$ cat src/rtl/mem_bus_arbiter.sv
// Two-master (IFU read-only, LSU read/write) to one-slave memory port arbiter.
// One outstanding transaction, fixed-priority or round-robin selection, per-transaction watchdog.
module mem_bus_arbiter #(
    parameter int PRIO_MODE = 0,
    parameter int TIMEOUT   = 255
) (
    input  logic        clk,
    input  logic        rst,
    input  logic        ifu_req_valid,
    output logic        ifu_req_ready,
    input  logic [31:0] ifu_addr,
    output logic        ifu_resp_valid,
    output logic [31:0] ifu_rdata,
    output logic        ifu_resp_err,
    input  logic        lsu_req_valid,
    output logic        lsu_req_ready,
    input  logic [31:0] lsu_addr,
    input  logic        lsu_wen,
    input  logic [31:0] lsu_wdata,
    input  logic [3:0]  lsu_wmask,
    output logic        lsu_resp_valid,
    output logic [31:0] lsu_rdata,
    output logic        lsu_resp_err,
    output logic        mem_req_valid,
    input  logic        mem_req_ready,
    output logic [31:0] mem_addr,
    output logic        mem_wen,
    output logic [31:0] mem_wdata,
    output logic [3:0]  mem_wmask,
    input  logic        mem_resp_valid,
    input  logic [31:0] mem_rdata,
    output logic        bus_err,
    output logic [31:0] ifu_grant_cnt,
    output logic [31:0] lsu_grant_cnt
);

    typedef enum logic [1:0] {IDLE, ISSUE, WAIT, RESP} state_t;

    localparam logic [15:0] TO_LIMIT = 16'(TIMEOUT);

    state_t      state;
    logic        owner_lsu;
    logic        last_lsu;
    logic [15:0] to_cnt;
    logic        sel_lsu;
    logic        can_accept;
    logic        timed_out;

    // Round-robin hands the tie to whoever did not win last time.
    always_comb begin
        sel_lsu = 1'b0;
        if (lsu_req_valid && !ifu_req_valid) begin
            sel_lsu = 1'b1;
        end else if (lsu_req_valid && ifu_req_valid) begin
            sel_lsu = (PRIO_MODE == 1) ? 1'b1 : !last_lsu;
        end
    end

    assign can_accept    = (state == IDLE) && !rst;
    assign ifu_req_ready = can_accept && ifu_req_valid && !sel_lsu;
    assign lsu_req_ready = can_accept && lsu_req_valid && sel_lsu;
    assign timed_out     = (to_cnt == TO_LIMIT);

    always_ff @(posedge clk or posedge rst) begin
        if (rst) begin
            state          <= IDLE;
            owner_lsu      <= 1'b0;
            last_lsu       <= 1'b1;
            to_cnt         <= '0;
            mem_req_valid  <= 1'b0;
            mem_addr       <= '0;
            mem_wen        <= 1'b0;
            mem_wdata      <= '0;
            mem_wmask      <= '0;
            ifu_resp_valid <= 1'b0;
            ifu_rdata      <= '0;
            ifu_resp_err   <= 1'b0;
            lsu_resp_valid <= 1'b0;
            lsu_rdata      <= '0;
            lsu_resp_err   <= 1'b0;
            bus_err        <= 1'b0;
            ifu_grant_cnt  <= '0;
            lsu_grant_cnt  <= '0;
        end else begin
            case (state)
                IDLE: begin
                    if (ifu_req_ready || lsu_req_ready) begin
                        state         <= ISSUE;
                        to_cnt        <= '0;
                        mem_req_valid <= 1'b1;
                        owner_lsu     <= lsu_req_ready;
                        last_lsu      <= lsu_req_ready;
                        if (lsu_req_ready) begin
                            mem_addr      <= lsu_addr;
                            mem_wen       <= lsu_wen;
                            mem_wdata     <= lsu_wdata;
                            mem_wmask     <= lsu_wmask;
                            lsu_grant_cnt <= lsu_grant_cnt + 32'd1;
                        end else begin
                            mem_addr      <= ifu_addr;
                            mem_wen       <= 1'b0;
                            mem_wdata     <= '0;
                            mem_wmask     <= '0;
                            ifu_grant_cnt <= ifu_grant_cnt + 32'd1;
                        end
                    end
                end
                ISSUE: begin
                    if (mem_req_ready) begin
                        state         <= WAIT;
                        mem_req_valid <= 1'b0;
                        to_cnt        <= to_cnt + 16'd1;
                    end else if (timed_out) begin
                        state          <= RESP;
                        mem_req_valid  <= 1'b0;
                        bus_err        <= 1'b1;
                        ifu_resp_valid <= !owner_lsu;
                        ifu_resp_err   <= !owner_lsu;
                        lsu_resp_valid <= owner_lsu;
                        lsu_resp_err   <= owner_lsu;
                        if (owner_lsu) lsu_rdata <= '0;
                        else           ifu_rdata <= '0;
                    end else begin
                        to_cnt <= to_cnt + 16'd1;
                    end
                end
                WAIT: begin
                    // Stores report zero data; the response register is the owner's rdata.
                    if (mem_resp_valid) begin
                        state          <= RESP;
                        ifu_resp_valid <= !owner_lsu;
                        lsu_resp_valid <= owner_lsu;
                        if (owner_lsu) lsu_rdata <= mem_wen ? 32'd0 : mem_rdata;
                        else           ifu_rdata <= mem_rdata;
                    end else if (timed_out) begin
                        state          <= RESP;
                        bus_err        <= 1'b1;
                        ifu_resp_valid <= !owner_lsu;
                        ifu_resp_err   <= !owner_lsu;
                        lsu_resp_valid <= owner_lsu;
                        lsu_resp_err   <= owner_lsu;
                        if (owner_lsu) lsu_rdata <= '0;
                        else           ifu_rdata <= '0;
                    end else begin
                        to_cnt <= to_cnt + 16'd1;
                    end
                end
                RESP: begin
                    state          <= IDLE;
                    ifu_resp_valid <= 1'b0;
                    ifu_resp_err   <= 1'b0;
                    lsu_resp_valid <= 1'b0;
                    lsu_resp_err   <= 1'b0;
                end
                default: state <= IDLE;
            endcase
        end
    end

endmodule

$ cat config.mk
export PLATFORM = sky130hd
export DESIGN_NAME = mem_bus_arbiter
export DESIGN_NICKNAME = d
export VERILOG_FILES = /design/src/rtl/mem_bus_arbiter.sv
export SDC_FILE = /design/constraint.sdc
export NUM_CORES = 1
export LEC_CHECK = 0
export ABC_AREA = 1
export BUFFER_PORTS_ARGS = -buffer_cell sky130_fd_sc_hd__buf_2
export CORE_MARGIN = 5
export CORE_UTILIZATION = 51
export CTS_CLUSTER_SIZE = 24
export DETAILED_ROUTE_END_ITERATION = 10
export GPL_TIMING_DRIVEN = 0
export HOLD_SLACK_MARGIN = 0.03
export MAX_ROUTING_LAYER = met4
export PLACE_DENSITY = 0.93
export SLEW_MARGIN = 10
export SYNTH_ARGS = -nofsm -noshare
export SYNTH_HDL_FRONTEND = slang
export SYNTH_SLANG_ARGS = --single-unit
$ cat constraint.sdc
create_clock -name clk -period 6.9 [get_ports clk]
set_clock_uncertainty 0.05 [all_clocks]
set_input_delay 0 -clock clk [delete_from_list [all_inputs] [get_ports clk]]
set_output_delay 0 -clock clk [all_outputs]
set_load 0.05 [all_outputs]
; Yosys cells after proc, flatten, opt, wreduce, memory -nomap -nowiden
; Cells that the tools add are included.
[totals]
ff_bits = 223
out_inout_bits = 205
wordCells = 113
[classes]
add_sub_neg = 3
n_eq_ne = 10
mux = 53
bitwise_logic = 1
n_reduce_logical = 28
[ops]
columns = operator, n
row1 = $mux W32, 13
row2 = $pmux W32 S2, 2
row3 = $add A32 B1 Y32 const B, 2
row4 = $mux W16, 4
row5 = $pmux W16 S3, 1
row6 = $reduce_and A3 Y1, 8
row7 = $mux W1, 21
row8 = $add A16 B1 Y16 const B, 1
row9 = $eq A16 B8 Y1 const B, 1
row10 = $pmux W1 S3, 4
row11 = $ne A3 B3 Y1 const B, 3
row12 = $mux W2, 4
row13 = $pmux W2 S4, 1
row14 = $logic_and A1 B1 Y1, 7
row15 = $reduce_bool A3 Y1, 2
row16 = $logic_not A1 Y1, 5
row17 = $eq A2 B2 Y1 const B, 2
row18 = $mux W4, 1
row19 = $ne A2 B2 Y1 const B, 2
row20 = $pmux W1 S2, 2
row21 = $reduce_and A2 Y1, 2
row22 = $reduce_bool A2 Y1, 2
row23 = $eq A2 B1 Y1 const B, 1
row24 = $logic_not A2 Y1, 1
row25 = 3 further kinds, 3

; Longest topological paths before layout
; Gate-level depths: netlist (run 1).
[depth]
ltp_word = 8
mapped_depth = 12
ltp_nobuf = 12

; Least setup slack after synthesis (run 1)
; OpenSTA, ideal clock, no wires.
[synth_path]
path_kind = in2reg
startpoint = input rst
endpoint = register to_cnt[14]
setup_time_ns = 0.115
arrival_ns = 6.343
t_required_ns = 6.735
slack_ns = 0.391
stages = 9
path_cell_list = inv_1 nand4_2 nand3_1 nand2_2 buf_2 nand2_1 inv_1 nor2_1 nor2_1
[synth_via]
elab_chain_cells = 7
[synth_lines]
columns = element, line
row1 = "start, declared", 8  ; input logic rst,
row2 = $logic_not A1 Y1 (no source line) (*), --
row3 = $logic_and A1 B1 Y1 (*), 59  ; assign can_accept = (state == IDLE) && !rst;
row4 = $logic_and A1 B1 Y1 (on tied branches) (2 in a row), "60, 61"
row5 = $logic_or A1 B1 Y1 (*), 87  ; if (ifu_req_ready || lsu_req_ready) begin
row6 = $ne A2 B1 Y1 (no source line) (*), --
row7 = $reduce_and A3 Y1 (no source line) (*), --
row8 = "end signal, assigned", 112  ; to_cnt <= to_cnt + 16'd1;
row9 = "end signal, assigned", 124  ; to_cnt <= to_cnt + 16'd1;
row10 = "end signal, assigned", 145  ; to_cnt <= to_cnt + 16'd1;
row11 = "end, declared", 44  ; logic [15:0] to_cnt;
; Every way passes the cells marked *; elsewhere a longest branch is shown, timed or not.
; A chain may end at the register's enable or synchronous reset.

; Worst setup path in the final report (run 1)
[layout_path]
startpoint = input rst
endpoint = register mem_addr[20]
[layout_via]
elab_chain_cells = 6
[layout_lines]
columns = element, line
row1 = $logic_not A1 Y1 (no source line) (*), --
row2 = $logic_and A1 B1 Y1 (*), 59
row3 = $logic_and A1 B1 Y1 (on tied branches) (2 in a row), "60, 61"
row4 = $logic_or A1 B1 Y1, 87
row5 = $reduce_and A2 Y1 (no source line), --
row6 = "end signal, assigned", 94  ; mem_addr <= lsu_addr;
row7 = "end signal, assigned", 100  ; mem_addr <= ifu_addr;
row8 = "end, declared", 26  ; output logic [31:0] mem_addr,
; Marks and branches as above.

==> impl_metrics.env, run 1 <==
export IMPL_run_status="finished clean"
export IMPL_r2r_cells=8
export IMPL_routed_top_layer="met4"
export IMPL_cts_tree="yes"
export IMPL_wl_met3_mm=3.68
export IMPL_fin_cells=2042
export IMPL_rsz0062_at_grt="false"
export IMPL_core_um2=20000
export IMPL_drc=0
export IMPL_tightest_slew_ps=745
export IMPL_tns_ps=0
export IMPL_dpl_hpwl_mm=24.2
export IMPL_yosysSeqAreaShare_pct=54.3
export IMPL_grt_remaining_overflow=0
export IMPL_slew_violations=0
export IMPL_yosysMostFrequentCell="nand2_1"
export IMPL_cts_setup_buffers=0
export IMPL_m1WireLength_mm=13.8
export IMPL_ys_flop_type="dfrtp_1"
export IMPL_routedWlPerCell_um=19.0
export IMPL_slowest_delay_ps=580
export IMPL_cp_slowest_cell="dlygate4sd3_1"
export IMPL_clk_pin_slew_ps=70
export IMPL_hold_viol=0
export IMPL_worstPathMaxFanout=93
export IMPL_required_ps=7290
export IMPL_row_count=52
export IMPL_holdBufCountCts=138
export IMPL_syn2layout_area_growth_pct=41.8
export IMPL_drtAntennaViolNets=0
export IMPL_cts_root_buf="clkbuf_16"
export IMPL_detail_route_iter0_violations=1049
export IMPL_dieArea_um2=23100
export IMPL_crit_arrival_ps=3840
export IMPL_routed_wl_mm=38.7
export IMPL_async_flop_share_pct=100
export IMPL_viasPerCell=5.50
export IMPL_dr_wl_met2_mm=18.5
export IMPL_grt_max_degree=94
export IMPL_holdWs_ps=38.8
export IMPL_grt_use_total_pct=33.5
export IMPL_max_freq_mhz=289
export IMPL_yosys_area_top_type="dfrtp_1"
export IMPL_critPathKind="in2reg"
export IMPL_synth_seq_cells=223
export IMPL_die_width_um=152
export IMPL_avgSynthCellArea_um2=8.25
export IMPL_reg2reg_slack_ps=3860
export IMPL_rr_endpoint="mem_addr[2]"
export IMPL_start_util_pct=51.3
export IMPL_slew_headroom_pct=50.3
export IMPL_yosys_area_top_type_share_pct=54.1
export IMPL_synth_area_um2=10300
export IMPL_ir_drop_mv=0.314
export IMPL_leakage_nw=7.95
export IMPL_post_place_cells=1860
export IMPL_crit_chain="dlygate4sd3_1 -> buf_2 -> inv_8 -> buf_16 -> buf_16 -> nand3_4 -> inv_2 -> nand2_2 -> inv_2 -> clkbuf_1 -> nand2_1 -> nand3_1 -> dlygate4sd3_1"
export IMPL_cp_end_kind="register"
export IMPL_post_route_period_util_pct=50.1
export IMPL_numCtsBuffers=24
export IMPL_ys_types=35
export IMPL_timing_rr_start="state[0]"
export IMPL_fin_util_pct=72.7
export IMPL_portBuffers=343
export IMPL_period_minus_slack_ps=3460
export IMPL_ctsLongestPathBuffers=3
export IMPL_synth_area_top_cells="dfrtp_1 (54%), nand2_1 (15%), nand3_1 (6.7%)"
export IMPL_insertion_delay_ps=510
export IMPL_drt_first_pass_iters=7
export IMPL_grt_pass1_wl_mm=62.0
export IMPL_cts_resized=0
export IMPL_ios=344
export IMPL_grt_pass1_vias=11600
export IMPL_gp_congestion=0.970
export IMPL_die_height_um=152
export IMPL_synthCells=1245
export IMPL_power_density_nw_per_um2=413
export IMPL_start_kind="input pin"
export IMPL_min_path_type="in2async"
export IMPL_yosys_warnings=0
export IMPL_cap_violations=0
export IMPL_ys_top_cells_by_count="nand2_1 (410), dfrtp_1 (222), nand3_1 (138), inv_1 (114), nor2_1 (84)"
export IMPL_power_mw=6.02
export IMPL_antenna_found_initial=1
export IMPL_synth_edff_count=0
export IMPL_syn_num_nets=1394
export IMPL_drive_above_1_share_pct=23.8
export IMPL_fin_nets=1903
export IMPL_clock_sinks=223
export IMPL_htree_levels=1
export IMPL_setup_viol=0
export IMPL_num_vias=11200
-- report_power, final --
part           switching, mW  total, mW  internal [mW]
Combinational           2.09       2.79          0.707
Sequential             0.265       1.93           1.67
Clock                  0.527       1.30          0.771
-- placed cells by master, fill, tap and decap left out, types with 5 or more instances in the layout --
cell type and count:
buf_2 357, nand3_1 138, dlygate4sd3_1 138, xor2_1 27, nor2_1 84, inv_2 5
clkbuf_1 29, nand2_1 410, inv_1 113, xnor2_1 22, o21ai_1 30, o21ai_0 53
ha_1 10, nand3b_1 7, dfrtp_1 222, a21oi_1 19, nor3_1 15, nand4_1 20
buf_1 5, clkbuf_16 25, nor2_2 8
-- sequential cells by signal, indices dropped and copies added, names as in the netlist --
register        cells
ifu_resp_err        1
ifu_grant_cnt      32
to_cnt             16
ifu_rdata          32
mem_wmask           4
bus_err             1
lsu_resp_err        1
mem_wdata          32
mem_wen             1
mem_req_valid       1
lsu_rdata          32
ifu_resp_valid      1
lsu_resp_valid      1
last_lsu            1
mem_addr           32
owner_lsu           1
lsu_grant_cnt      32
state               2
-- layer usage --
metal | vias to the layer above | track usage [%]
met5 | - | -
met4 | 0 | 19.8
met3 | 214 | 7.45
met2 | 847 | 54.3
met1 | 5210 | 38.4
li1 | 4968 | -
-- critical path, delay by kind of cell --
family,cells,cell delay (ps)
and+or+nand+nor,4,630
buffers and inverters,9,3150
-- stage by stage --
step,setup slack (ps),cell area [um^2]
floorplan,391,10300
global placement,-2310,12300
detailed placement,4000,12400
CTS,3480,14600
global route,3080,14600
finish,3440,14600
-- worst max path at each step --
stage	from	to	cells past startpoint
after global placement	rst	to_cnt[0]	9
after detailed placement	rst	lsu_grant_cnt[28]	10
final	rst	mem_addr[20]	13
after global routing	rst	mem_addr[20]	13
after CTS	rst	mem_addr[15]	13
after floorplan	rst	to_cnt[14]	9
-- layout make-up --
| type | count | area (um^2) |
|---|---|---|
| Inverter | 120 | 458 |
| Tap cell | 270 | 338 |
| Timing Repair Buffer | 483 | 3150 |
| Sequential cell | 223 | 5580 |
| Multi-Input combinational cell | 860 | 4070 |
| Buffer | 42 | 175 |
| Antenna cell | 1 | 2.50 |
| Clock inverter | 9 | 106 |
| Fill cell | 1304 | 5470 |
| Clock buffer | 34 | 689 |
-- logic make-up (layout without fill, tap and decap cells) --
logic type,count (synthesis),in the layout,share of synthesized area [%]
other,0,1,0
AO/OA/AOI/OAI,106,106,5.26
flip-flops,223,223,54.3
AND/OR/NAND/NOR,695,695,28.9
XOR/XNOR,49,49,4.18
adder cells (fa/ha/maj),10,10,1.22
buffers and inverters,162,688,6.09
Note: power is estimated with default switching activity, not from simulation.
==> run 2: changes to the inputs <==
- CORE_UTILIZATION: 51 -> 46
- PLACE_DENSITY: 0.93 -> 0.89
- clock period: 6.9 -> 3.05 ns (I/O delays scaled with it)
==> run 2 against run 1 <==
  * Sequential share of layout area shrank 1.3 points
  * Sequential power increased by 130%
  * Wire length increased by 5.7%
  * Global-route usage down 1.5 points
  * Setup slack lost 3300 ps
  * Worst hold slack improved by 83 ps
  * Clock-buffer cell count fell by 1
  * Critical path depth down 6
  * Highest routed layer unchanged
  * Clock power rose by 150%
  * Critical path type is now reg2out
==> impl_metrics.env, run 2 (same netlist as run 1, synthesis figures left out) <==
export IMPL_run_status="finished clean"
export IMPL_post_place_cells=1874
export IMPL_die_height_um=159
export IMPL_leakage_nw=8.19
export IMPL_pre_cts_slack_ps=40.4
export IMPL_grt_remaining_overflow=0
export IMPL_fin_cells=2066
export IMPL_portBuffers=343
export IMPL_crit_arrival_ps=2880
export IMPL_max_freq_mhz=342
export IMPL_tightest_slew_ps=1040
export IMPL_tns_ps=0
export IMPL_routed_wl_mm=40.9
export IMPL_drc=0
export IMPL_multiInputGateArea_um2=4210
export IMPL_final_common_cell="nand2_1"
export IMPL_slew_violations=0
export IMPL_drt_first_pass_iters=5
export IMPL_gp_congestion=0.906
export IMPL_holdWs_ps=122
export IMPL_die_width_um=159
export IMPL_routedWlPerCell_um=19.8
export IMPL_drtAntennaViolNets=0
export IMPL_syn2layout_area_growth_pct=46.8
export IMPL_grt_pass1_vias=11900
export IMPL_ios=344
export IMPL_grt_use_total_pct=32.0
export IMPL_n_fill_cell=1434
export IMPL_mostFrequentLayoutCells="nand2_1 (401), buf_2 (352), dfrtp_1 (222), dlygate4sd3_1 (138), nand3_1 (136)"
export IMPL_path_delay_family="buffers and inverters"
export IMPL_slew_headroom_pct=30.2
export IMPL_cts_tree="yes"
export IMPL_power_density_nw_per_um2=927
export IMPL_rsz0062_at_grt="false"
export IMPL_dpl_hpwl_mm=25.8
export IMPL_detail_route_iter0_violations=1156
export IMPL_cp_slowest_cell="dfrtp_1"
export IMPL_drive_above_1_share_pct=26.5
export IMPL_viasPerCell=5.58
export IMPL_crit_top_cell="buf_2"
export IMPL_dieArea_um2=25400
export IMPL_ctsLongestPathBuffers=3
export IMPL_grt_max_degree=41
export IMPL_fin_area_um2=15100
export IMPL_fin_nets=1914
export IMPL_period_minus_slack_ps=2930
export IMPL_cp_end_kind="output port"
export IMPL_grt_pass1_wl_mm=64.5
export IMPL_place_area_um2=12700
export IMPL_ff_latch_area_um2=5580
export IMPL_htree_levels=1
export IMPL_start_kind="register"
export IMPL_row_count=54
export IMPL_min_path_type="in2async"
export IMPL_start_util_pct=46.9
export IMPL_worstPathMaxFanout=10
export IMPL_cts_setup_buffers=0
export IMPL_cts_root_buf="clkbuf_16"
export IMPL_num_vias=11500
export IMPL_crit_buf_inv=4
export IMPL_clock_sinks=223
export IMPL_reg2reg_slack_ps=170
export IMPL_insertion_delay_ps=520
export IMPL_critPathKind="reg2out"
export IMPL_post_route_period_util_pct=95.9
export IMPL_required_ps=3000
export IMPL_worst_slack_ps=125
export IMPL_core_um2=21900
export IMPL_ir_drop_mv=0.601
export IMPL_cap_violations=0
export IMPL_antenna_found_initial=3
export IMPL_crit_chain="inv_1 -> ha_1 -> nand2_1 -> nor2_2 -> buf_2 -> buf_4 -> buf_2"
export IMPL_hold_viol=0
export IMPL_slowest_delay_ps=420
export IMPL_setup_viol=0
export IMPL_numCtsBuffers=24
export IMPL_clk_pin_slew_ps=60
==> run 2: changes by cell type in the layout (fill, tap and decap cells not counted), sizes merged <==
cell	previous run	this run
bufinv	2	4
diode	1	3
buf	364	376
inv	119	118
clkinv	5	6
clkbuf	57	55
==> run 2: through the flow <==
| stage | util [%] | total power [mW] |
|---|---|---|
| after floorplan | - | 8.47 |
| after global placement | 57.3 | 9.94 |
| after detailed placement | 57.9 | 10.1 |
| after CTS | 68.9 | 13.8 |
| after global routing | 68.9 | 14.6 |
| final | 68.9 | 14.0 |
==> run 2: final timing paths <==
path | start | end | cells past startpoint
worst min-delay path | rst | ifu_rdata[10] | 10
min in group clk | lsu_wdata[18] | mem_wdata[18] | 4
max in group asynchronous | rst | ifu_grant_cnt[7] | 9
worst min register to register | ifu_grant_cnt[31] | ifu_grant_cnt[31] | 1
worst max register to register | state[0] | mem_addr[10] | 8
worst max-delay path | state[0] | lsu_req_ready | 7
==> run 2: area by class of cell <==
| class | count | share of cell area, % |
|---|---|---|
| diodes | 3 | 0.0498 |
| clock inverters | 11 | 1.11 |
| plain buffers | 41 | 1.52 |
| inverters | 120 | 3.04 |
| multi-input cells | 860 | 27.9 |
| repair buffers | 495 | 22.4 |
| well taps | 280 | 2.32 |
| flip-flops and latches | 223 | 37.0 |
| clock buffers | 33 | 4.68 |
==> run 2: where the power goes <==
part | total (mW) | switching [mW] | internal (mW)
Sequential | 4.39 | 0.618 | 3.77
Combinational | 6.39 | 4.72 | 1.66
Clock | 3.21 | 1.25 | 1.96
==> run 2: routing by layer <==
layer | global-route usage, % | part of all wire (%) | vias up
met3 | 6.34 | 9.7 | 213
li1 | - | - | 5003
met1 | 37.3 | 36 | 5448
met4 | 18.3 | 6.5 | 0
met2 | 51.9 | 48 | 872
met5 | - | 0 | -
==> run 2: repair_timing <==
action | in CTS | in global routing
resized for setup | 0 | 4
hold endpoints to repair | 234 | 0
endpoints found under the setup margin | 0 | 20
hold buffers | 146 | 0
==> run 2: worst register-to-register path, cell delays in order, from the launching register on <==
cell and delay, ps:
dfrtp_1 420, inv_1 180, ha_1 370, nand2_1 110, nor2_2 370, clkbuf_1 470, nand2_1 160, nand3_1 130
dlygate4sd3_1 550
==> run 3: changes to the inputs <==
- CORE_UTILIZATION: 46 -> 51
- MAX_ROUTING_LAYER: met4 -> not set
- PLACE_DENSITY: 0.89 -> 0.93
- clock period: 3.05 -> 2.8 ns (I/O delays scaled with it)
==> run 3 against run 2 <==
  * Wire length fell by 0.84%
  * Critical path depth did not move
  * Total power rose by 8.7%
  * Clock-buffer cell count fell by 1
  * Clock power rose by 11%
  * Critical path type is now reg2reg
==> impl_metrics.env, run 3 (same netlist as run 1, synthesis figures left out) <==
export IMPL_pwr_share_comb_pct=45.2
export IMPL_drtAntennaViolNets=0
export IMPL_grt_remaining_overflow=0
export IMPL_num_vias=11600
export IMPL_grt_pass1_wl_mm=64.7
export IMPL_p_sw_share_pct=47.0
export IMPL_htree_levels=1
export IMPL_routedWlPerCell_um=19.8
export IMPL_power_density_nw_per_um2=1010
export IMPL_cap_violations=0
export IMPL_drt_first_pass_iters=6
export IMPL_seqPwrFrac_pct=31.5
export IMPL_slew_headroom_pct=54.3
export IMPL_clock_sinks=223
export IMPL_leakage_nw=8.14
export IMPL_multiInputGateArea_um2=4220
export IMPL_detail_route_iter0_violations=1108
export IMPL_switching_power_mw=7.14
export IMPL_numCtsBuffers=24
export IMPL_holdWs_ps=37.9
export IMPL_drc=0
export IMPL_fin_cells=2049
export IMPL_post_place_cells=1864
export IMPL_max_freq_mhz=376
export IMPL_routed_wl_mm=40.6
export IMPL_drive_above_1_share_pct=26.5
export IMPL_grt_use_total_pct=34.2
export IMPL_mostFrequentLayoutCells="nand2_1 (401), buf_2 (352), dfrtp_1 (222), dlygate4sd3_1 (138), nand3_1 (136)"
export IMPL_p_clk_share_pct=23.4
export IMPL_n_fill_cell=1213
export IMPL_required_ps=3210
export IMPL_ctsLongestPathBuffers=3
export IMPL_timing_rr_start="state[0]"
export IMPL_core_um2=20000
export IMPL_wl_met3_mm=4.23
export IMPL_dpl_hpwl_mm=25.0
export IMPL_cp_end_kind="register"
export IMPL_setup_viol=0
export IMPL_period_minus_slack_ps=2660
export IMPL_syn2layout_area_growth_pct=46.0
export IMPL_p_int_mw=8.06
export IMPL_cts_tree="yes"
export IMPL_rsz0062_at_grt="false"
export IMPL_final_common_cell="nand2_1"
export IMPL_dr_wl_met2_mm=19.1
export IMPL_dieArea_um2=23100
export IMPL_run_status="finished clean"
export IMPL_insertion_delay_ps=520
export IMPL_crit_arrival_ps=3060
export IMPL_viasPerCell=5.66
export IMPL_slew_violations=0
export IMPL_routed_top_layer="met4"
export IMPL_ios=344
export IMPL_r2r_cells=7
export IMPL_ir_drop_mv=0.824
export IMPL_hold_viol=0
export IMPL_row_count=52
export IMPL_gp_congestion=0.936
export IMPL_post_route_period_util_pct=94.9
export IMPL_tightest_slew_ps=686
export IMPL_min_path_type="in2async"
export IMPL_fin_nets=1909
export IMPL_portBuffers=343
export IMPL_m1WireLength_mm=14.2
export IMPL_worstPathMaxFanout=10
export IMPL_cts_root_buf="clkbuf_16"
export IMPL_die_height_um=152
export IMPL_grt_max_degree=40
export IMPL_clk_pin_slew_ps=70
export IMPL_start_kind="register"
export IMPL_ff_latch_area_um2=5580
export IMPL_fin_util_pct=74.9
export IMPL_critPathKind="reg2reg"
export IMPL_grt_pass1_vias=11900
export IMPL_start_util_pct=51.3
export IMPL_crit_start="state[0]"
export IMPL_antenna_found_initial=2
export IMPL_die_width_um=152
## run 3: cell count changes in the layout (fill, tap and decap cells not counted), sizes merged
| cell | change |
|---|---|
| bufinv | +1 |
| clkinv | -3 |
| clkbuf | +1 |
| inv | +1 |
| clkinvlp | +1 |
| buf | -7 |
| diode | -1 |
## run 3: final cells by class
type                            count  share of cell area (%)
Clock buffer                       32                    4.68
Timing Repair Buffer              489                    21.8
Multi-Input combinational cell    860                    28.1
Buffer                             42                    1.59
Tap cell                          270                    2.25
Inverter                          120                    3.05
Clock inverter                     11                    1.28
Sequential cell                   223                    37.2
Antenna cell                        2                  0.0334
## run 3: stage by stage
stage | power (mW) | setup TNS (ps) | setup slack, ps | cell area, um^2
after floorplan | 9.23 | -312590 | -1890 | 10500
after global placement | 10.8 | -900140 | -4350 | 12500
after detailed placement | 11.0 | 0 | 34.9 | 12700
after CTS | 14.9 | 0 | 24.7 | 15000
after global routing | 15.8 | 0 | 4.24 | 15000
final | 15.2 | 0 | 144 | 15000
## run 3: timing repair
action	CTS	global route
hold buffers	139	0
gates resized for setup	1	14
setup buffers	0	0
pin swaps	0	0
endpoints found under the setup margin	1	23
hold endpoints to repair	268	0
cloned	0	1
## run 3: final timing paths
kind / to / slack, ps
setup / recovery: mem_addr[31] / 140
hold / removal: ifu_rdata[0] / 40
setup reg to reg: mem_addr[31] / 140
hold reg to reg: bus_err / 420
max in group asynchronous: mem_addr[12] / 1710
min in group clk: mem_wdata[24] / 180
## run 3: metal layers
layer	up-vias	global-route usage [%]
li1	4995	-
met1	5407	40.8
met2	933	56.4
met3	254	8.36
met4	0	20.1
met5	-	0
## run 3: worst max-delay path, stage by stage, from the launching register on
cell and delay, ps:
dfrtp_1 420, inv_1 130, ha_2 270, nand3_4 200, clkbuf_1 560, nand3_1 250
nand3_1 160, dlygate4sd3_1 570
## run 3: power by group through the flow
| stage | logic (mW) | registers [mW] | clock network, mW |
|---|---|---|---|
| 5_1_grt | 7.25 | 4.84 | 3.71 |
| 6_report | 6.87 | 4.78 | 3.55 |
| 3_3_place_gp | 6.11 | 4.69 | 0 |
| 3_5_place_dp | 6.27 | 4.72 | 0 |
| 2_1_floorplan | 1.68 | 7.55 | 0 |
| 4_1_cts | 6.65 | 4.68 | 3.58 |
